[src/rtl/bcd2bin_if.sv]
// Handshake/data bundle between the user-entry digit registers and bcd2bin.
// master drives the BCD request; slave returns the binary result and status.
interface bcd2bin_if #(
    parameter int unsigned DIGITS = 8,
    parameter int unsigned BIN_W  = 28
);
    logic                  start;
    logic [4*DIGITS-1:0]   number;
    logic [7:0]            duty_number;
    logic [BIN_W-1:0]      bin;
    logic [6:0]            duty_bin;
    logic                  busy;
    logic                  done;
    logic                  err;

    modport master (
        output start, number, duty_number,
        input  bin, duty_bin, busy, done, err
    );

    modport slave (
        input  start, number, duty_number,
        output bin, duty_bin, busy, done, err
    );
endinterface

[src/rtl/bcd2bin.sv]
// Sequential BCD-to-binary converter: MSD-first acc*10+digit, one digit per clock.
// A DIGITS-digit main value and a 2-digit duty value convert in the same DIGITS-cycle pass.
module bcd2bin #(
    parameter int unsigned DIGITS = 8,
    parameter int unsigned BIN_W  = 28
) (
    input  logic      clk_50M,
    input  logic      rst,
    bcd2bin_if.slave  bus
);
    localparam int unsigned CNT_W = $clog2(DIGITS + 1);

    typedef enum logic {IDLE, CONV} state_t;

    state_t              state_q;
    logic [4*DIGITS-1:0] num_sr_q;
    logic [7:0]          duty_sr_q;
    logic [BIN_W-1:0]    acc_q, acc_d;
    logic [6:0]          duty_acc_q, duty_acc_d;
    logic [CNT_W-1:0]    cnt_q;
    logic                bad_q, in_bad;
    logic [BIN_W-1:0]    bin_q;
    logic [6:0]          duty_bin_q;
    logic                busy_q, done_q, err_q;

    always_comb begin
        in_bad = 1'b0;
        for (int unsigned i = 0; i < DIGITS; i++) begin
            if (bus.number[4*i +: 4] > 4'd9) in_bad = 1'b1;
        end
        if (bus.duty_number[3:0] > 4'd9 || bus.duty_number[7:4] > 4'd9) in_bad = 1'b1;
    end

    // x10 as (x<<3)+(x<<1) with 4 bits of headroom, then truncated back
    always_comb begin
        acc_d = BIN_W'(({4'b0000, acc_q} << 3) + ({4'b0000, acc_q} << 1)
                       + {{BIN_W{1'b0}}, num_sr_q[4*DIGITS-1 -: 4]});
        duty_acc_d = 7'(({4'b0000, duty_acc_q} << 3) + ({4'b0000, duty_acc_q} << 1)
                        + {7'b0000000, duty_sr_q[7:4]});
    end

    always_ff @(posedge clk_50M or negedge rst) begin
        if (!rst) begin
            state_q    <= IDLE;
            num_sr_q   <= '0;
            duty_sr_q  <= '0;
            acc_q      <= '0;
            duty_acc_q <= '0;
            cnt_q      <= '0;
            bad_q      <= 1'b0;
            bin_q      <= '0;
            duty_bin_q <= '0;
            busy_q     <= 1'b0;
            done_q     <= 1'b0;
            err_q      <= 1'b0;
        end else begin
            done_q <= 1'b0;
            unique case (state_q)
                IDLE: begin
                    if (bus.start) begin
                        num_sr_q   <= bus.number;
                        duty_sr_q  <= bus.duty_number;
                        acc_q      <= '0;
                        duty_acc_q <= '0;
                        cnt_q      <= '0;
                        bad_q      <= in_bad;
                        busy_q     <= 1'b1;
                        state_q    <= CONV;
                    end
                end
                CONV: begin
                    acc_q    <= acc_d;
                    num_sr_q <= num_sr_q << 4;
                    cnt_q    <= cnt_q + CNT_W'(1);
                    if (cnt_q < CNT_W'(2)) begin
                        duty_acc_q <= duty_acc_d;
                        duty_sr_q  <= duty_sr_q << 4;
                    end
                    // Last digit: results come straight from the next-value path
                    if (cnt_q == CNT_W'(DIGITS - 1)) begin
                        bin_q      <= bad_q ? '0 : acc_d;
                        duty_bin_q <= bad_q ? '0 : duty_acc_q;
                        err_q      <= bad_q;
                        done_q     <= 1'b1;
                        busy_q     <= 1'b0;
                        state_q    <= IDLE;
                    end
                end
                default: state_q <= IDLE;
            endcase
        end
    end

    assign bus.bin      = bin_q;
    assign bus.duty_bin = duty_bin_q;
    assign bus.busy     = busy_q;
    assign bus.done     = done_q;
    assign bus.err      = err_q;
endmodule
[src/flat_wrapper.sv]
// flat-port wrapper written by rule: the top's interface ports become plain ports
module bcd2bin_flat 
#(
    parameter int unsigned DIGITS = 8,
    parameter int unsigned BIN_W  = 28
)
  (clk_50M, rst, bus_start, bus_number, bus_duty_number, bus_bin, bus_duty_bin, bus_busy, bus_done, bus_err);
  bcd2bin_if #(.DIGITS(DIGITS), .BIN_W(BIN_W)) bus_i ();
  input  logic clk_50M;
  input  logic rst;
  input wire logic [$bits(bus_i.start)-1:0] bus_start;
  input wire logic [$bits(bus_i.number)-1:0] bus_number;
  input wire logic [$bits(bus_i.duty_number)-1:0] bus_duty_number;
  output wire logic [$bits(bus_i.bin)-1:0] bus_bin;
  output wire logic [$bits(bus_i.duty_bin)-1:0] bus_duty_bin;
  output wire logic [$bits(bus_i.busy)-1:0] bus_busy;
  output wire logic [$bits(bus_i.done)-1:0] bus_done;
  output wire logic [$bits(bus_i.err)-1:0] bus_err;
  assign bus_i.start = bus_start;
  assign bus_i.number = bus_number;
  assign bus_i.duty_number = bus_duty_number;
  assign bus_bin = bus_i.bin;
  assign bus_duty_bin = bus_i.duty_bin;
  assign bus_busy = bus_i.busy;
  assign bus_done = bus_i.done;
  assign bus_err = bus_i.err;
  bcd2bin #(.DIGITS(DIGITS), .BIN_W(BIN_W)) u_core (.clk_50M(clk_50M), .rst(rst), .bus(bus_i));
endmodule
[config.mk]
export PLATFORM = sky130hd
export DESIGN_NAME = bcd2bin_flat
export DESIGN_NICKNAME = d
export VERILOG_FILES = /design/src/rtl/bcd2bin_if.sv /design/src/rtl/bcd2bin.sv /design/src/flat_wrapper.sv
export SDC_FILE = /design/constraint.sdc
export NUM_CORES = 1
export LEC_CHECK = 0
export ABC_CLOCK_PERIOD_IN_PS = 4000
export CORE_ASPECT_RATIO = 0.6
export CORE_MARGIN = 2
export CORE_UTILIZATION = 56
export DETAILED_ROUTE_END_ITERATION = 12
export PLACE_DENSITY = 0.8
export SYNTH_ARGS = -nofsm -noshare
export SYNTH_HDL_FRONTEND = slang
export SYNTH_SLANG_ARGS = --single-unit
[constraint.sdc]
create_clock -name clk_50M -period 4 [get_ports clk_50M]
set_clock_uncertainty 0.2 [all_clocks]
set_input_delay 0.8 -clock clk_50M [delete_from_list [all_inputs] [get_ports clk_50M]]
set_output_delay 0.8 -clock clk_50M [all_outputs]
set_load 0.01 [all_outputs]
After elaboration in Yosys (flattened, before gate mapping)
Cells that the tools add are included.
- register bits after elaboration: 118
- bits in latches: 0
- memory bits (writable): 0
- bits in read-only memories: 0
- input bits: 43
- output and inout bits: 38
- memories: 0
- add/subtract/negate cells: 5
- multiply operators: 0
- divide/modulo/power cells: 0
- order comparisons: 11
- equal/unequal tests: 4
- shift-type cells: 0
- multiplexer cells: 31
- bitwise gates (word level): 1
- reductions and logical operators: 5
- operator list (operator ; count):
    case mux 32 bit (2 select lines) ; 1
    case mux 27 bit (2 select lines) ; 1
    > comparator 4 bit (second input constant) ; 10
    two-way mux 32 bit ; 1
    adder 28 bit ; 1
    adder 28 x 4 -> 28 bit ; 1
    two-way mux 28 bit ; 1
    two-way mux 27 bit ; 1
    two-way mux 7 bit ; 3
    two-way mux 8 bit ; 2
    case mux 8 bit (2 select lines) ; 1
    two-way mux 1 bit ; 15
    case mux 7 bit (2 select lines) ; 1
    case mux 4 bit (2 select lines) ; 1
    AND reduction 2 bit ; 4
    adder 7 x 4 -> 7 bit ; 1
    adder 7 bit ; 1
    != test 2 bit (second input constant) ; 3
    adder 4 x 1 -> 4 bit (second input constant) ; 1
    equality test 4 x 3 -> 1 bit (second input constant) ; 1
    < comparator 4 x 2 -> 1 bit (second input constant) ; 1
    two-way mux 4 bit ; 1
    case mux 1 bit (2 select lines) ; 2
    logical OR 1 bit ; 1
    inverter 1 bit ; 1

Logic depth before layout (Yosys ltp)
- depth after elaboration: 10
- depth in mapped cells: 11
- mapped depth without buffers: 11

Worst setup path before layout
Ideal clock, no wire load.
- kind: reg-to-reg
- from: register u_core.acc_q[0]
- to: register u_core.bin_q[24], in the netlist u_core.bus.bin[24]
- setup time: 0.121 ns
- arrival: 2.695 ns
- setup slack: 0.984 ns
- stages on the path, launching flop included: 12
- path buffers: 0
- period minus slack after synthesis: 3.016 ns
- cells stage by stage: dfrtp_1 -> inv_1 -> fa_1 -> inv_1 -> fa_1 -> a211oi_1 -> nor3_1 -> o2111ai_1 -> a31o_2 -> a31oi_1 -> xor2_1 -> a22o_1
- word-level cells in the longest chain between the ends: 3
- ends and longest elaborated chain (item ; line ; source):
    from (decl) ; bcd2bin.sv:18 ; logic [BIN_W-1:0] acc_q, acc_d;
    from (signal assigned) ; bcd2bin.sv:47 ; acc_q <= '0;
    from (signal assigned) ; bcd2bin.sv:63 ; acc_q <= '0;
    from (signal assigned) ; bcd2bin.sv:72 ; acc_q <= acc_d;
    adder 28 bit ; bcd2bin.sv:36 ; acc_d = BIN_W'(({4'b0000, acc_q} << 3) + ({4'b0000, acc_q} << 1)
    adder 28 x 4 -> 28 bit ; bcd2bin.sv:37 ; + {{BIN_W{1'b0}}, num_sr_q[4*DIGITS-1 -: 4]});
    two-way mux 28 bit ; bcd2bin.sv:81 ; bin_q <= bad_q ? '0 : acc_d;
    to (signal assigned) ; bcd2bin.sv:81 ;
    to (decl) ; bcd2bin.sv:22 ; logic [BIN_W-1:0] bin_q;
Every way passes these cells.
A chain may end at the register's enable or synchronous reset.

Worst setup path after layout
- from: register u_core.acc_q[0]
- to: register u_core.bin_q[20], in the netlist u_core.bus.bin[20]
Same word-level chain as after synthesis.

==> flow_summary.yaml <==
worst_setup_path:
  startpoint_type: "flip-flop"
  worst_ep_arrival_time_ns: 3.56
  cp_max_fo: 3
  end_kind: "flip-flop"
  crit_required_ns: 4.10
  critical_path_class: "reg2reg"
drt:
  initialDrtViolationCount: 517
  wire_per_inst_microns: 18.1
  ant_nets: 0
  drc: 0
  firstDrtPassIters: 5
  vias_per_cell: 5.87
  via_count: 5210
  wl_mm: 16.1
yosys:
  syn_area_per_cell_sq_um: 10.2
  yosys_warnings: 0
  synth-seq-area-share: 0.452
  synthTopCellsByArea: "dfrtp_1 45%, ha_1 11%, a22o_1 6.2%"
  async_flop_share: 1.00
  synthDistinctLibCells: 42
  synth_fp_nets: 747
  syn_area_sq_um: 6530
  synth_top_area_cell: "dfrtp_1"
  ys.flop_type: "dfrtp_1"
  syn_inst: 641
  ys_ff_latch: 118
  synth_top_area_frac: 0.452
  synth-edff-count: 0
die:
  io_pins: 81
  die_w_microns: 143
  num_rows: 30
  start_util: 0.576
  die_area_sq_um: 12600
  core_area_sq_um: 11300
  die_h_microns: 87.7
clock_network:
  postCtsHoldBufs: 0
  postCtsSetupBuffers: 0
  cts_root_buf: "clkbuf_16"
  cts_resized: 0
  cts_max_level: 4
  numCtsBuffers: 17
  clk_pin_slew_ns: 0.06
  clk_latency_ns: 0.41
  cts_tree: "built"
  cts.path.max_buffers: 2
  cts.sinks: 118
timing:
  slew_headroom: 0.497
  drv_slew: 0
  fmax_mhz: 289
  fin_crit_sh: 0.865
  hold_ws_ns: 0.232
  finalHoldViolCount: 0
  rsz0062_at_grt: "no"
  min_period_ns: 3.46
  tns_ns: 0
  setup_viol: 0
  worst_slew_pin_slew_ns: 0.754
grt:
  grt_usage: 0.267
  grt_first_pass_wirelength_mm: 26.0
  grt_pass1_vias: 5122
  grt_start_max_net_pins: 58
  antenna_found_initial: 0
  grt.overflow.total: 0
place:
  gp_congestion: 0.890
  hpwl_mm: 11.4
  port_buffers: 80
outcome:
  status: "finished clean"
final_layout:
  fillers: 824
  antenna_cells: 0
  drive_above_1_share: 0.0729
  areaGrowthSynthToFinish_pct: 23.2
  nets: 820
pwr:
  max-vdd-ir-drop_uv: 493
  p_leak_nw: 3.84
  pwr_density_cell_nw_per_um2: 1080
worst_hold_path:
  worst_hold_path_type: "in2async"
flow_run:
  drv_cap: 0
cell type report:
cell class | count | area [sq um] | share of cell area
Clock buffer | 18 | 439 | 0.0546
Clock inverter | 14 | 149 | 0.0185
Inverter | 16 | 60.1 | 0.00746
Multi-Input combinational cell | 473 | 3390 | 0.421
Sequential cell | 118 | 2950 | 0.367
Tap cell | 160 | 200 | 0.0249
Timing Repair Buffer | 88 | 853 | 0.106
per-layer routing:
layer  vias to the layer above  share of wire  global-route usage
li1                       2456              -                   -
met1                      2602           0.49               0.397
met2                       141           0.45               0.397
met3                        11          0.048              0.0580
met4                         0         0.0070              0.0775
met5                         -              0                   0
cell families after synthesis:
group / Yosys count / share of synthesized area
compound gates: 188 / 0.193
buf+inv: 50 / 0.0287
fa+ha+maj: 63 / 0.125
flops: 118 / 0.452
xor+xnor: 31 / 0.0416
mux: 36 / 0.0552
simple gates: 155 / 0.104
cells in the final DEF (no fill, tap or decap), drive strengths merged, types with 2 or more instances in the layout:
cell type,count
o211ai,2
o21ai,75
mux2i,36
nand2,88
o31ai,7
inv,19
clkinvlp,4
fa,4
clkinv,5
a21oi,30
clkdlybuf4s50,78
a211oi,2
xor2,15
nor3,3
ha,59
nand4,5
nand2b,16
bufinv,2
dfrtp,118
o21a,4
xnor2,16
a22o,46
a21o,9
nor2,21
nand3,20
clkbuf,18
a31oi,3
buf,10
final timing paths:
kind                            startpoint                     end  slack (ns)  depth (start not counted)
max                        u_core.acc_q[0]      u_core.bus.bin[20]        0.54                         11
min                                    rst      u_core.bus.bin[10]        0.23                          1
max reg2reg                u_core.acc_q[0]      u_core.bus.bin[20]        0.54                         11
max in group asynchronous              rst  u_core.bus.duty_bin[6]        2.54                          2
min in group clk_50M        u_core.bus.err          u_core.bus.err        0.27                          2
min reg2reg                 u_core.bus.err          u_core.bus.err        0.27                          2
critical path, stage by stage, from the launching register on:
cell       delay, ns
dfrtp_1         0.36
inv_1           0.09
fa_1            0.56
inv_1           0.08
fa_1            0.47
a211oi_1        0.33
nor3_1          0.12
o2111ai_1       0.36
a21oi_1         0.16
o22ai_1         0.25
xnor2_1         0.16
a22o_1          0.22
power breakdown:
part           leakage (nW)  switching [mW]  internal, mW
combinational          2.03            2.81          2.18
sequential             1.53           0.450          1.73
clock                 0.279           0.582         0.936
Yosys cell counts (all sizes together) (2+ instances only):
cell    count
a21o        9
o211ai      2
nand2      88
o21ai      75
a22o       46
a21oi      30
clkbuf     29
xor2       15
o21a        4
buf         5
nand3      20
nand2b     16
ha         59
nor2       21
a211oi      2
dfrtp     118
o31ai       7
nand4       5
mux2i      36
inv        16
fa          4
nor3        3
xnor2      16
a31oi       3
flip-flops by register name (all words and copies together) (netlist names), 4 cells and up:
| signal | count |
|---|---|
| u_core.cnt_q | 4 |
| u_core.bus.bin | 28 |
| u_core.acc_q | 27 |
| u_core.num_sr_q | 32 |
| u_core.duty_sr_q | 8 |
| u_core.duty_acc_q | 7 |
| u_core.bus.duty_bin | 7 |
through the flow:
stage / std cells / power (mW) / utilization / setup slack, ns / cell area, sq um
6_report: 887 / 8.69 / 0.710 / 0.540 / 8050
3_5_place_dp: 855 / 7.04 / 0.658 / 0.671 / 7460
5_1_grt: 887 / 9.32 / 0.710 / 0.341 / 8050
2_1_floorplan: 641 / 5.67 / - / 0.984 / 6530
4_1_cts: 887 / 8.64 / 0.710 / 0.597 / 8050
3_3_place_gp: 855 / 6.82 / 0.658 / 0.746 / 7460
Power figures use the tool's default switching activity.
